$ cat src/rtl/iicmb_wb_sequencer.sv
// iicmb_wb_sequencer
// Wishbone master that drives the IICMB I2C controller (iicmb_m_wb) through its
// CSR/DPR/CMDR registers. It initialises the controller once after reset, then turns
// single-byte I2C requests into controller command steps and reports one response
// for each request.
//
// Ports:
//   clk_i, rst_i             clock, synchronous active-high reset
//   req_valid/req_ready      request handshake (ready only while idle)
//   req_rnw                  1 = read, 0 = write
//   req_slave, req_reg       7-bit slave address, register byte
//   req_wdata                data byte for writes
//   rsp_valid                one-cycle response pulse
//   rsp_rdata, rsp_status    read data, 0 OK / 1 NAK / 2 arbitration lost / 3 error
//   cyc_o, stb_o, we_o,
//   adr_o, dat_o             registered Wishbone master outputs (adr 0 CSR, 1 DPR, 2 CMDR)
//   ack_i, dat_i             Wishbone acknowledge and read data
//   irq_i                    controller interrupt (command done)
module iicmb_wb_sequencer #(
   parameter int unsigned BUS_ID         = 0,
   parameter int unsigned TIMEOUT_CYCLES = 65535
) (
   input  logic       clk_i,
   input  logic       rst_i,
   input  logic       req_valid,
   output logic       req_ready,
   input  logic       req_rnw,
   input  logic [6:0] req_slave,
   input  logic [7:0] req_reg,
   input  logic [7:0] req_wdata,
   output logic       rsp_valid,
   output logic [7:0] rsp_rdata,
   output logic [1:0] rsp_status,
   output logic       cyc_o,
   output logic       stb_o,
   output logic       we_o,
   output logic [1:0] adr_o,
   output logic [7:0] dat_o,
   input  logic       ack_i,
   input  logic [7:0] dat_i,
   input  logic       irq_i
);

   localparam logic [1:0] AdrCsr  = 2'd0;
   localparam logic [1:0] AdrDpr  = 2'd1;
   localparam logic [1:0] AdrCmdr = 2'd2;

   localparam logic [7:0] CsrEnable   = 8'hC0;
   localparam logic [7:0] CmdStart    = 8'h04;
   localparam logic [7:0] CmdStop     = 8'h05;
   localparam logic [7:0] CmdWrite    = 8'h01;
   localparam logic [7:0] CmdReadNack = 8'h03;
   localparam logic [7:0] CmdSetBus   = 8'h06;

   localparam logic [1:0] RspOk  = 2'd0;
   localparam logic [1:0] RspNak = 2'd1;
   localparam logic [1:0] RspAl  = 2'd2;
   localparam logic [1:0] RspErr = 2'd3;

   // Counter value on the last irq-less cycle before the timeout is declared
   localparam logic [15:0] TmoLast = 16'(TIMEOUT_CYCLES - 1);

   typedef enum logic [3:0] {
      StInitCsr, StInitDpr, StInitSetbus, StIdle, StStart, StAddrW, StReg, StData,
      StRstart, StAddrR, StRead, StGetDpr, StStop, StResp
   } state_e;

   // Sub-steps inside a state: optional DPR write (or plain register access),
   // CMDR write, wait for irq, CMDR status read.
   typedef enum logic [1:0] {PhDpr, PhCmd, PhIrq, PhRd} phase_e;

   state_e      state_q;
   phase_e      phase_q;
   logic [15:0] tmo_cnt_q;
   logic [1:0]  stat_q;
   logic        rnw_q;
   logic [6:0]  slave_q;
   logic [7:0]  reg_q;
   logic [7:0]  wdata_q;
   logic [7:0]  rdata_q;

   logic [7:0]  dpr_byte;
   logic [7:0]  cmd_byte;
   logic [1:0]  launch_adr;
   logic        launch_we;
   logic [7:0]  launch_dat;
   logic        tmo_hit;
   logic        step_fin;
   logic [1:0]  step_code;
   state_e      ok_next;
   state_e      fin_state;
   logic [1:0]  fin_stat;

   function automatic phase_e entry_phase(input state_e s);
      case (s)
         StInitSetbus, StStart, StRstart, StRead, StStop: return PhCmd;
         default:                                         return PhDpr;
      endcase
   endfunction

   // Status byte priority: NAK, then AL, then ERR, then DON
   function automatic logic [1:0] decode_status(input logic [7:0] s);
      if (s[6])      return RspNak;
      else if (s[5]) return RspAl;
      else if (s[4]) return RspErr;
      else if (s[7]) return RspOk;
      else           return RspErr;
   endfunction

   // Data and command bytes belonging to the current state
   always_comb begin
      dpr_byte = 8'h00;
      cmd_byte = CmdStop;
      unique case (state_q)
         StInitCsr:         dpr_byte = CsrEnable;
         StInitDpr:         dpr_byte = 8'(BUS_ID);
         StInitSetbus:      cmd_byte = CmdSetBus;
         StStart, StRstart: cmd_byte = CmdStart;
         StAddrW: begin
            dpr_byte = {slave_q, 1'b0};
            cmd_byte = CmdWrite;
         end
         StReg: begin
            dpr_byte = reg_q;
            cmd_byte = CmdWrite;
         end
         StData: begin
            dpr_byte = wdata_q;
            cmd_byte = CmdWrite;
         end
         StAddrR: begin
            dpr_byte = {slave_q, 1'b1};
            cmd_byte = CmdWrite;
         end
         StRead:            cmd_byte = CmdReadNack;
         default:           ;
      endcase
   end

   // Wishbone access to start when the bus is free
   always_comb begin
      launch_adr = AdrCmdr;
      launch_we  = 1'b1;
      launch_dat = cmd_byte;
      unique case (phase_q)
         PhDpr: begin
            launch_adr = (state_q == StInitCsr) ? AdrCsr : AdrDpr;
            launch_we  = (state_q != StGetDpr);
            launch_dat = (state_q == StGetDpr) ? 8'h00 : dpr_byte;
         end
         PhRd: begin
            launch_we  = 1'b0;
            launch_dat = 8'h00;
         end
         default: ;
      endcase
   end

   // Command step completion: status read acknowledged, or irq wait expired
   always_comb begin
      tmo_hit   = (tmo_cnt_q == TmoLast);
      step_fin  = 1'b0;
      step_code = RspOk;
      if (cyc_o && ack_i && phase_q == PhRd) begin
         step_fin  = 1'b1;
         step_code = decode_status(dat_i);
      end else if (!cyc_o && phase_q == PhIrq && !irq_i && tmo_hit) begin
         step_fin  = 1'b1;
         step_code = RspErr;
      end
   end

   always_comb begin
      unique case (state_q)
         StStart:  ok_next = StAddrW;
         StAddrW:  ok_next = StReg;
         StReg:    ok_next = rnw_q ? StRstart : StData;
         StData:   ok_next = StStop;
         StRstart: ok_next = StAddrR;
         StAddrR:  ok_next = StRead;
         StRead:   ok_next = StGetDpr;
         default:  ok_next = StStop;
      endcase
   end

   always_comb begin
      fin_state = state_q;
      fin_stat  = stat_q;
      unique case (state_q)
         StInitSetbus: fin_state = (step_code == RspOk) ? StIdle : StInitCsr;
         StStop: begin
            fin_state = StResp;
            // On a failure path the STOP outcome does not override the first error
            if (stat_q == RspOk) fin_stat = step_code;
         end
         default: begin
            if (step_code == RspOk) begin
               fin_state = ok_next;
            end else begin
               fin_stat  = step_code;
               fin_state = (step_code == RspAl) ? StResp : StStop;
            end
         end
      endcase
   end

   always_ff @(posedge clk_i) begin
      if (rst_i) begin
         state_q    <= StInitCsr;
         phase_q    <= PhDpr;
         tmo_cnt_q  <= 16'd0;
         stat_q     <= RspOk;
         rnw_q      <= 1'b0;
         slave_q    <= 7'd0;
         reg_q      <= 8'd0;
         wdata_q    <= 8'd0;
         rdata_q    <= 8'd0;
         cyc_o      <= 1'b0;
         stb_o      <= 1'b0;
         we_o       <= 1'b0;
         adr_o      <= 2'd0;
         dat_o      <= 8'd0;
         req_ready  <= 1'b0;
         rsp_valid  <= 1'b0;
         rsp_rdata  <= 8'd0;
         rsp_status <= 2'd0;
      end else begin
         rsp_valid <= 1'b0;

         if (step_fin) begin
            state_q <= fin_state;
            phase_q <= entry_phase(fin_state);
            stat_q  <= fin_stat;
            if (fin_state == StResp) begin
               rsp_valid  <= 1'b1;
               rsp_status <= fin_stat;
               rsp_rdata  <= (fin_stat == RspOk) ? rdata_q : 8'h00;
            end
            if (fin_state == StIdle) req_ready <= 1'b1;
         end

         if (cyc_o) begin
            if (ack_i) begin
               // Drop the bus for at least one cycle after every access
               cyc_o <= 1'b0;
               stb_o <= 1'b0;
               we_o  <= 1'b0;
               adr_o <= 2'd0;
               dat_o <= 8'd0;
               unique case (phase_q)
                  PhDpr: begin
                     case (state_q)
                        StInitCsr: state_q <= StInitDpr;
                        StInitDpr: begin
                           state_q <= StInitSetbus;
                           phase_q <= PhCmd;
                        end
                        StGetDpr: begin
                           rdata_q <= dat_i;
                           state_q <= StStop;
                           phase_q <= PhCmd;
                        end
                        default:   phase_q <= PhCmd;
                     endcase
                  end
                  PhCmd: begin
                     tmo_cnt_q <= 16'd0;
                     phase_q   <= PhIrq;
                  end
                  default: ;
               endcase
            end
         end else begin
            unique case (state_q)
               StIdle: begin
                  if (req_valid && req_ready) begin
                     rnw_q     <= req_rnw;
                     slave_q   <= req_slave;
                     reg_q     <= req_reg;
                     wdata_q   <= req_wdata;
                     rdata_q   <= 8'h00;
                     stat_q    <= RspOk;
                     req_ready <= 1'b0;
                     state_q   <= StStart;
                     phase_q   <= PhCmd;
                  end
               end
               StResp: begin
                  state_q   <= StIdle;
                  req_ready <= 1'b1;
               end
               default: begin
                  if (phase_q == PhIrq) begin
                     if (irq_i) begin
                        phase_q <= PhRd;
                     end else if (!tmo_hit) begin
                        tmo_cnt_q <= tmo_cnt_q + 16'd1;
                     end
                  end else begin
                     cyc_o <= 1'b1;
                     stb_o <= 1'b1;
                     we_o  <= launch_we;
                     adr_o <= launch_adr;
                     dat_o <= launch_dat;
                  end
               end
            endcase
         end
      end
   end

endmodule

$ cat config.mk
export PLATFORM = sky130hd
export DESIGN_NAME = iicmb_wb_sequencer
export DESIGN_NICKNAME = d
export VERILOG_FILES = /design/src/rtl/iicmb_wb_sequencer.sv
export SDC_FILE = /design/constraint.sdc
export NUM_CORES = 1
export LEC_CHECK = 0
export ABC_CLOCK_PERIOD_IN_PS = 3500
export CAP_MARGIN = 30
export CELL_PAD_IN_SITES_DETAIL_PLACEMENT = 0
export CELL_PAD_IN_SITES_GLOBAL_PLACEMENT = 1
export CORE_MARGIN = 4
export CORE_UTILIZATION = 41
export DETAILED_ROUTE_END_ITERATION = 8
export GPL_TIMING_DRIVEN = 0
export PLACE_DENSITY_LB_ADDON = 0.1
export SLEW_MARGIN = 5
export SYNTH_ARGS = -nofsm -noshare
export SYNTH_HDL_FRONTEND = slang
export SYNTH_SLANG_ARGS = --single-unit
$ cat constraint.sdc
create_clock -name clk_i -period 3.5 [get_ports clk_i]
set_input_delay 1.05 -clock clk_i [delete_from_list [all_inputs] [get_ports clk_i]]
set_output_delay 1.05 -clock clk_i [all_outputs]
set_load 0.02 [all_outputs]
After elaboration in Yosys (flattened, before gate mapping)
Index checks and enable logic that the tools add are counted.
{"block": "classes", "n_addsub": 1, "n_eq_ne": 34, "bitwise_logic": 2, "reduce_logical": 26, "n_mux": 84}
{"operator": "$mux 16", "count": 7}
{"operator": "$mux 8", "count": 12}
{"operator": "$mux 2", "count": 25}
{"operator": "$eq 4x4->1 const B", "count": 10}
{"operator": "$pmux 8 s5", "count": 1}
{"operator": "$mux 4", "count": 7}
{"operator": "$pmux 4 s6", "count": 1}
{"operator": "$mux 1", "count": 21}
{"operator": "$eq 4x3->1 const B", "count": 5}
{"operator": "$add 16x1->16 const B", "count": 1}
{"operator": "$eq 16x16->1 const B", "count": 1}
{"operator": "$eq 4x2->1 const B", "count": 4}
{"operator": "$pmux 4 s2", "count": 2}
{"operator": "$pmux 8 s2", "count": 1}
{"operator": "$pmux 2 s2", "count": 3}
{"operator": "$pmux 3 s4", "count": 1}
{"operator": "$pmux 4 s3", "count": 1}
{"operator": "$ne 2x1->1 const B", "count": 5}
{"operator": "$logic_not 2->1", "count": 4}
{"operator": "$eq 2x2->1 const B", "count": 3}
{"operator": "$logic_and 1x1->1", "count": 6}
{"operator": "$ne 2x2->1 const B", "count": 3}
{"operator": "$reduce_and 3->1", "count": 2}
{"operator": "$reduce_and 6->1", "count": 1}
{"operator": "other kinds (13)", "count": 20}
{"block": "totals", "out_inout_bits": 25, "ff_bits": 81, "wordCells": 165}

Logic depth before layout (Yosys ltp)
Gate-level depths: netlist of run 1.
{"block": "logic_depth", "word_depth": 18, "depth_mapped": 10, "depth_no_buf": 8}

Worst setup path after synthesis of run 1
Ideal clock, no wire load.
{"block": "synth_path", "path_kind": "input to register", "start": "input port dat_i[4]", "end": "register rsp_rdata[0]", "t_arrival_ns": 2.620, "setup_slack_ns": 0.759, "cell_stages": 7, "n_path_buf": 1, "path_cell_list": "or3b_2 o21a_1 a311oi_2 a21oi_1 nand3_1 buf_6 mux2_4"}
{"block": "synth_between", "elab_chain_cells": 10, "word_cells_on_any_way": 17, "classes_between": "eq/ne (2); mux (12); reduce/logical (3)"}
{"element": "start, declared", "line_no": "40", "source": "input logic [7:0] dat_i,"}
{"element": "$mux 2 *", "line_no": "105", "source": "else if (s[4]) return RspErr;"}
{"element": "$mux 2 *", "line_no": "104", "source": "else if (s[5]) return RspAl;"}
{"element": "$mux 2 *", "line_no": "103", "source": "if (s[6]) return RspNak;"}
{"element": "$mux 2 *", "line_no": "164", "source": "if (cyc_o && ack_i && phase_q == PhRd) begin"}
{"element": "$eq 2x2->1", "line_no": "201", "source": "fin_state = (step_code == RspAl) ? StResp : StStop;"}
{"element": "$mux 1", "line_no": "201"}
{"element": "$mux 4", "line_no": "197", "source": "if (step_code == RspOk) begin"}
{"element": "$pmux 4 s2", "line_no": "189", "source": "unique case (state_q)"}
{"element": "$eq 4x4->1", "line_no": "234", "source": "if (fin_state == StResp) begin"}
{"element": "$reduce_and 2->1 (no source line)"}
{"element": "end signal, assigned", "line_no": "237", "source": "rsp_rdata <= (fin_stat == RspOk) ? rdata_q : 8'h00;"}
{"element": "end, declared", "line_no": "32", "source": "output logic [7:0] rsp_rdata,"}
Every way passes the cells marked *; elsewhere a longest branch is shown, timed or not.
A chain may end at the register's enable or synchronous reset.

Worst setup path after layout of run 1
{"block": "layout_path", "start": "input port dat_i[5]", "end": "register rsp_rdata[4]"}
{"block": "layout_between", "elab_chain_cells": 9, "word_cells_on_any_way": 16, "classes_between": "eq/ne (2); mux (11); reduce/logical (3)"}
{"element": "$mux 2 *", "line_no": "104"}
{"element": "$mux 2 *", "line_no": "103"}
{"element": "$mux 2 *", "line_no": "164"}
{"element": "$eq 2x2->1", "line_no": "201"}
{"element": "$mux 1", "line_no": "201"}
{"element": "$mux 4", "line_no": "197"}
{"element": "$pmux 4 s2", "line_no": "189"}
{"element": "$eq 4x4->1", "line_no": "234"}
{"element": "$reduce_and 2->1 (no source line)"}
Marks and branches as above.

==> metrics, run 1 <==
Slowest-stage cell, CP=or3b_2; IO Port Bufs=61; number of enable flip-flop cells after synthesis=0; RSZ-0062 raised after global routing=no; Worst R2R Setup Slack=0.88 ns; row cnt=37; fin cells=757; Fillers=between 1000 and 1500; crit path cell chain=clkdlybuf4s50_1 > or3b_2 > o21a_1 > a311oi_2 > a21oi_1 > nand3_1 > buf_6 > mux2_4; GRT Residual Overflow=0; Final Max Slew Viols=0; Register-to-Register Path Depth=8; GRT Overall Usage=0.214; Antenna Nets Post-Route=0; CTS tree=built; Iter 0 DRT Violations=about 320; H-tree levels=3; Reg-to-Reg Start=phase_q[1]$_SDFF_PP0_; ys async rst share=0; final worst path period share=0.931; mapped cell area=4350 µm²; syn nets=between 500 and 600; Hold Path Class=reg -> reg; Post-CTS Hold Fix Bufs=0; Final GP Congestion=0.895; Layout area overhead=22.1%; post-CTS setup buffers=0; diode count=0; Post-Route WL=approximately 13000 µm; Inst Count DP=740; Die Width=roughly 110 µm; CP Launch Type=primary input; maximum number of pins on one net before global-route repair=14; vias in the first global route=4133; VDD IR max=0.199 mV; Mapped Avg Cell Area=8.03 µm²; I/O pins=62; CP Class=in -> reg; Critical Path Fanout Max=10; Core Region=just over 10000 µm²; share of cells above drive strength 1=0.0950; Worst EP arrival=3.51 ns; routed wire length on met2=6110 µm; die area=12300 µm²; routed vias/inst=5.60; synthesized flop and latch total=81; critical path capture point type=register; Synth Flop Type=dfxtp_1; final hold vios=0; Yosys cell types=68; outcome=complete, no violations; top routing layer used=met4; # clock sinks=81; first-pass GRT wire length=21400 µm; CTS Buf Count=9; total iterations of the first detailed-routing run=5; starting density of the core=0.422; WL/cell=17.5 µm; Root Buffer Master=clkbuf_8; M1 WL=just over 6000 µm; Total Nets Final=659; Tot Pwr=1.75 mW; CTS max path bufs=2; Critical Path Stages=8; max incr delay on CP=0.53 ns; Post-CTS Resized=0; Gate Count Post-Synth=542; Clock Skew=0.0124 ns; Critical Path End=rsp_rdata[4]$_SDFFE_PP0P_; power density over cell area=329 nW/µm²; Worst EP required=3.75 ns; Ys Warns=0; DP Wirelength=9600 µm; cell family with most CP delay=compound AO/OA/AOI/OAI gates; reg-to-reg endpoint=rsp_rdata[4]$_SDFFE_PP0P_; vias=4242; initial antenna violation count=0; clk slew on worst S/H paths=around 0.08 ns; Die Ht=111 µm; Buf/Inv on CP=2; Fmax=307 MHz; clock latency on the worst-skew pair=0.36 ns; Setup violations, final=0; Met3 Routed Length=685 µm; CP Launch Point=dat_i[5]; post-layout minimum cycle time=3.26 ns; measured slew at the worst slew-check pin=around 0.68 ns; P_leak=1.79 nW; Post-route DRC=0; Max-Cap Viols=0; register area share after synthesis=0.373; max_slew headroom=0.545
-- stage by stage --
stage                     setup TNS, ns  hold slack, ns  setup WS, ns  instance area [µm²]  utilization
after floorplan                       0           0.432         0.759                 4350            -
after global placement            -1.68           0.441        -0.174                 5130        0.497
after detailed placement          -1.40           0.447        -0.160                 5140        0.498
after CTS                             0           0.459         0.241                 5310        0.514
after global routing                  0           0.485         0.147                 5310        0.515
final                                 0           0.459         0.240                 5310        0.515
-- final cells by class --
type | instances | area (µm²) | share of cell area
Sequential cell | 81 | 1620 | 0.305
Clock buffer | 12 | 135 | 0.0254
Clock inverter | 4 | 30.0 | 0.00565
Inverter | 12 | 45.0 | 0.00848
Buffer | 34 | 171 | 0.0323
Timing Repair Buffer | 63 | 626 | 0.118
Multi-Input combinational cell | 415 | 2510 | 0.473
Tap cell | 136 | 170 | 0.0320
-- per-layer routing --
layer  vias up  track usage
met4         0       0.0697
met2       131        0.352
met3        26       0.0404
li1       2097            -
met5         -            0
met1      1988        0.282
-- where the power goes --
| part | internal (mW) | total [mW] | switching (mW) |
|---|---|---|---|
| Sequential | 0.930 | 0.939 | 0.00840 |
| Clock | 0.260 | 0.622 | 0.362 |
| Combinational | 0.0834 | 0.187 | 0.103 |
-- synth_stat cells, types with 3 or more instances --
master,n,area share
nand2_1,98,0.085
dfxtp_1,81,0.37
a21oi_1,69,0.079
nor2_1,34,0.029
nand3_1,26,0.030
clkbuf_1,19,0.016
nor2b_1,13,0.019
o21ai_0,13,0.015
inv_1,12,0.010
nand2b_1,11,0.016
buf_2,8,0.0092
mux2i_1,8,0.018
nor4b_1,8,0.016
a31oi_1,7,0.010
mux2_4,7,0.024
o21a_1,7,0.012
o31ai_1,7,0.012
or4_1,7,0.012
and3_1,6,0.0086
ha_1,6,0.017
nand4_1,6,0.0086
nor4_1,6,0.0086
a2bb2oi_1,4,0.0080
buf_6,4,0.010
nor3_1,4,0.0046
or3_1,4,0.0057
a211oi_1,3,0.0052
a22o_1,3,0.0060
a22oi_1,3,0.0052
a31o_2,3,0.0060
mux2_2,3,0.0078
nand3b_1,3,0.0052
o32ai_1,3,0.0060
or2_2,3,0.0043
-- cells in the final DEF (no fill, tap or decap), types with 7 or more instances in the layout --
cell / count
clkbuf_8: 9
nor4b_1: 8
buf_2: 8
clkdlybuf4s50_1: 61
nor2_1: 34
nor2b_1: 13
inv_1: 12
dfxtp_1: 81
a21oi_1: 69
o31ai_1: 7
nand2b_1: 11
mux2_4: 7
or4_1: 7
o21a_1: 7
o21ai_0: 13
clkbuf_1: 22
mux2i_1: 8
a31oi_1: 7
nand3_1: 26
nand2_1: 98
-- how the worst min path moves through the flow --
stage               cells past startpoint  slack, ns                     from                       to
floorplan                               2       0.43  rdata_q[0]$_SDFFE_PP0P_  rdata_q[0]$_SDFFE_PP0P_
global placement                        2       0.44  rdata_q[5]$_SDFFE_PP0P_  rdata_q[5]$_SDFFE_PP0P_
detailed placement                      2       0.45  slave_q[2]$_SDFFE_PP0P_  slave_q[2]$_SDFFE_PP0P_
CTS                                     2       0.46  slave_q[2]$_SDFFE_PP0P_  slave_q[2]$_SDFFE_PP0P_
global route                            2       0.48    reg_q[5]$_SDFFE_PP0P_    reg_q[5]$_SDFFE_PP0P_
finish                                  2       0.46  slave_q[2]$_SDFFE_PP0P_  slave_q[2]$_SDFFE_PP0P_
-- sequential cells by signal, summed over array words and instances (netlist names) --
register	cells
req_ready	1
adr_o	2
rsp_valid	1
wdata_q	8
dat_o	8
slave_q	7
tmo_cnt_q	16
we_o	1
cyc_o	1
rsp_rdata	8
phase_q	2
rdata_q	8
stb_o	1
stat_q	2
rsp_status	2
reg_q	8
rnw_q	1
state_q	4
-- kinds of logic after synthesis --
group / share of synthesized area
adder cells (fa/ha/maj): 0.0173
buffers and inverters: 0.0497
AND/OR/NAND/NOR: 0.289
AO/OA/AOI/OAI: 0.217
multiplexers: 0.0503
flip-flops: 0.373
XOR/XNOR: 0.00403
-- tightest hold or removal path, stage by stage (launching register included) --
cell,delay (ns)
dfxtp_1,0.32
nand2_1,0.05
a21oi_1,0.05
No activity file was read; power rests on OpenSTA's default activity.
==> run 2, diff against run 1 <==
--- a/config.mk
+++ b/config.mk
@@ -11,6 +11,7 @@
 export CELL_PAD_IN_SITES_GLOBAL_PLACEMENT = 1
 export CORE_MARGIN = 4
 export CORE_UTILIZATION = 41
+export CTS_CLUSTER_SIZE = 10
 export DETAILED_ROUTE_END_ITERATION = 8
 export GPL_TIMING_DRIVEN = 0
 export PLACE_DENSITY_LB_ADDON = 0.1
==> results of run 2 <==
No change in the layout: final DEF, timing and power equal those of run 1.
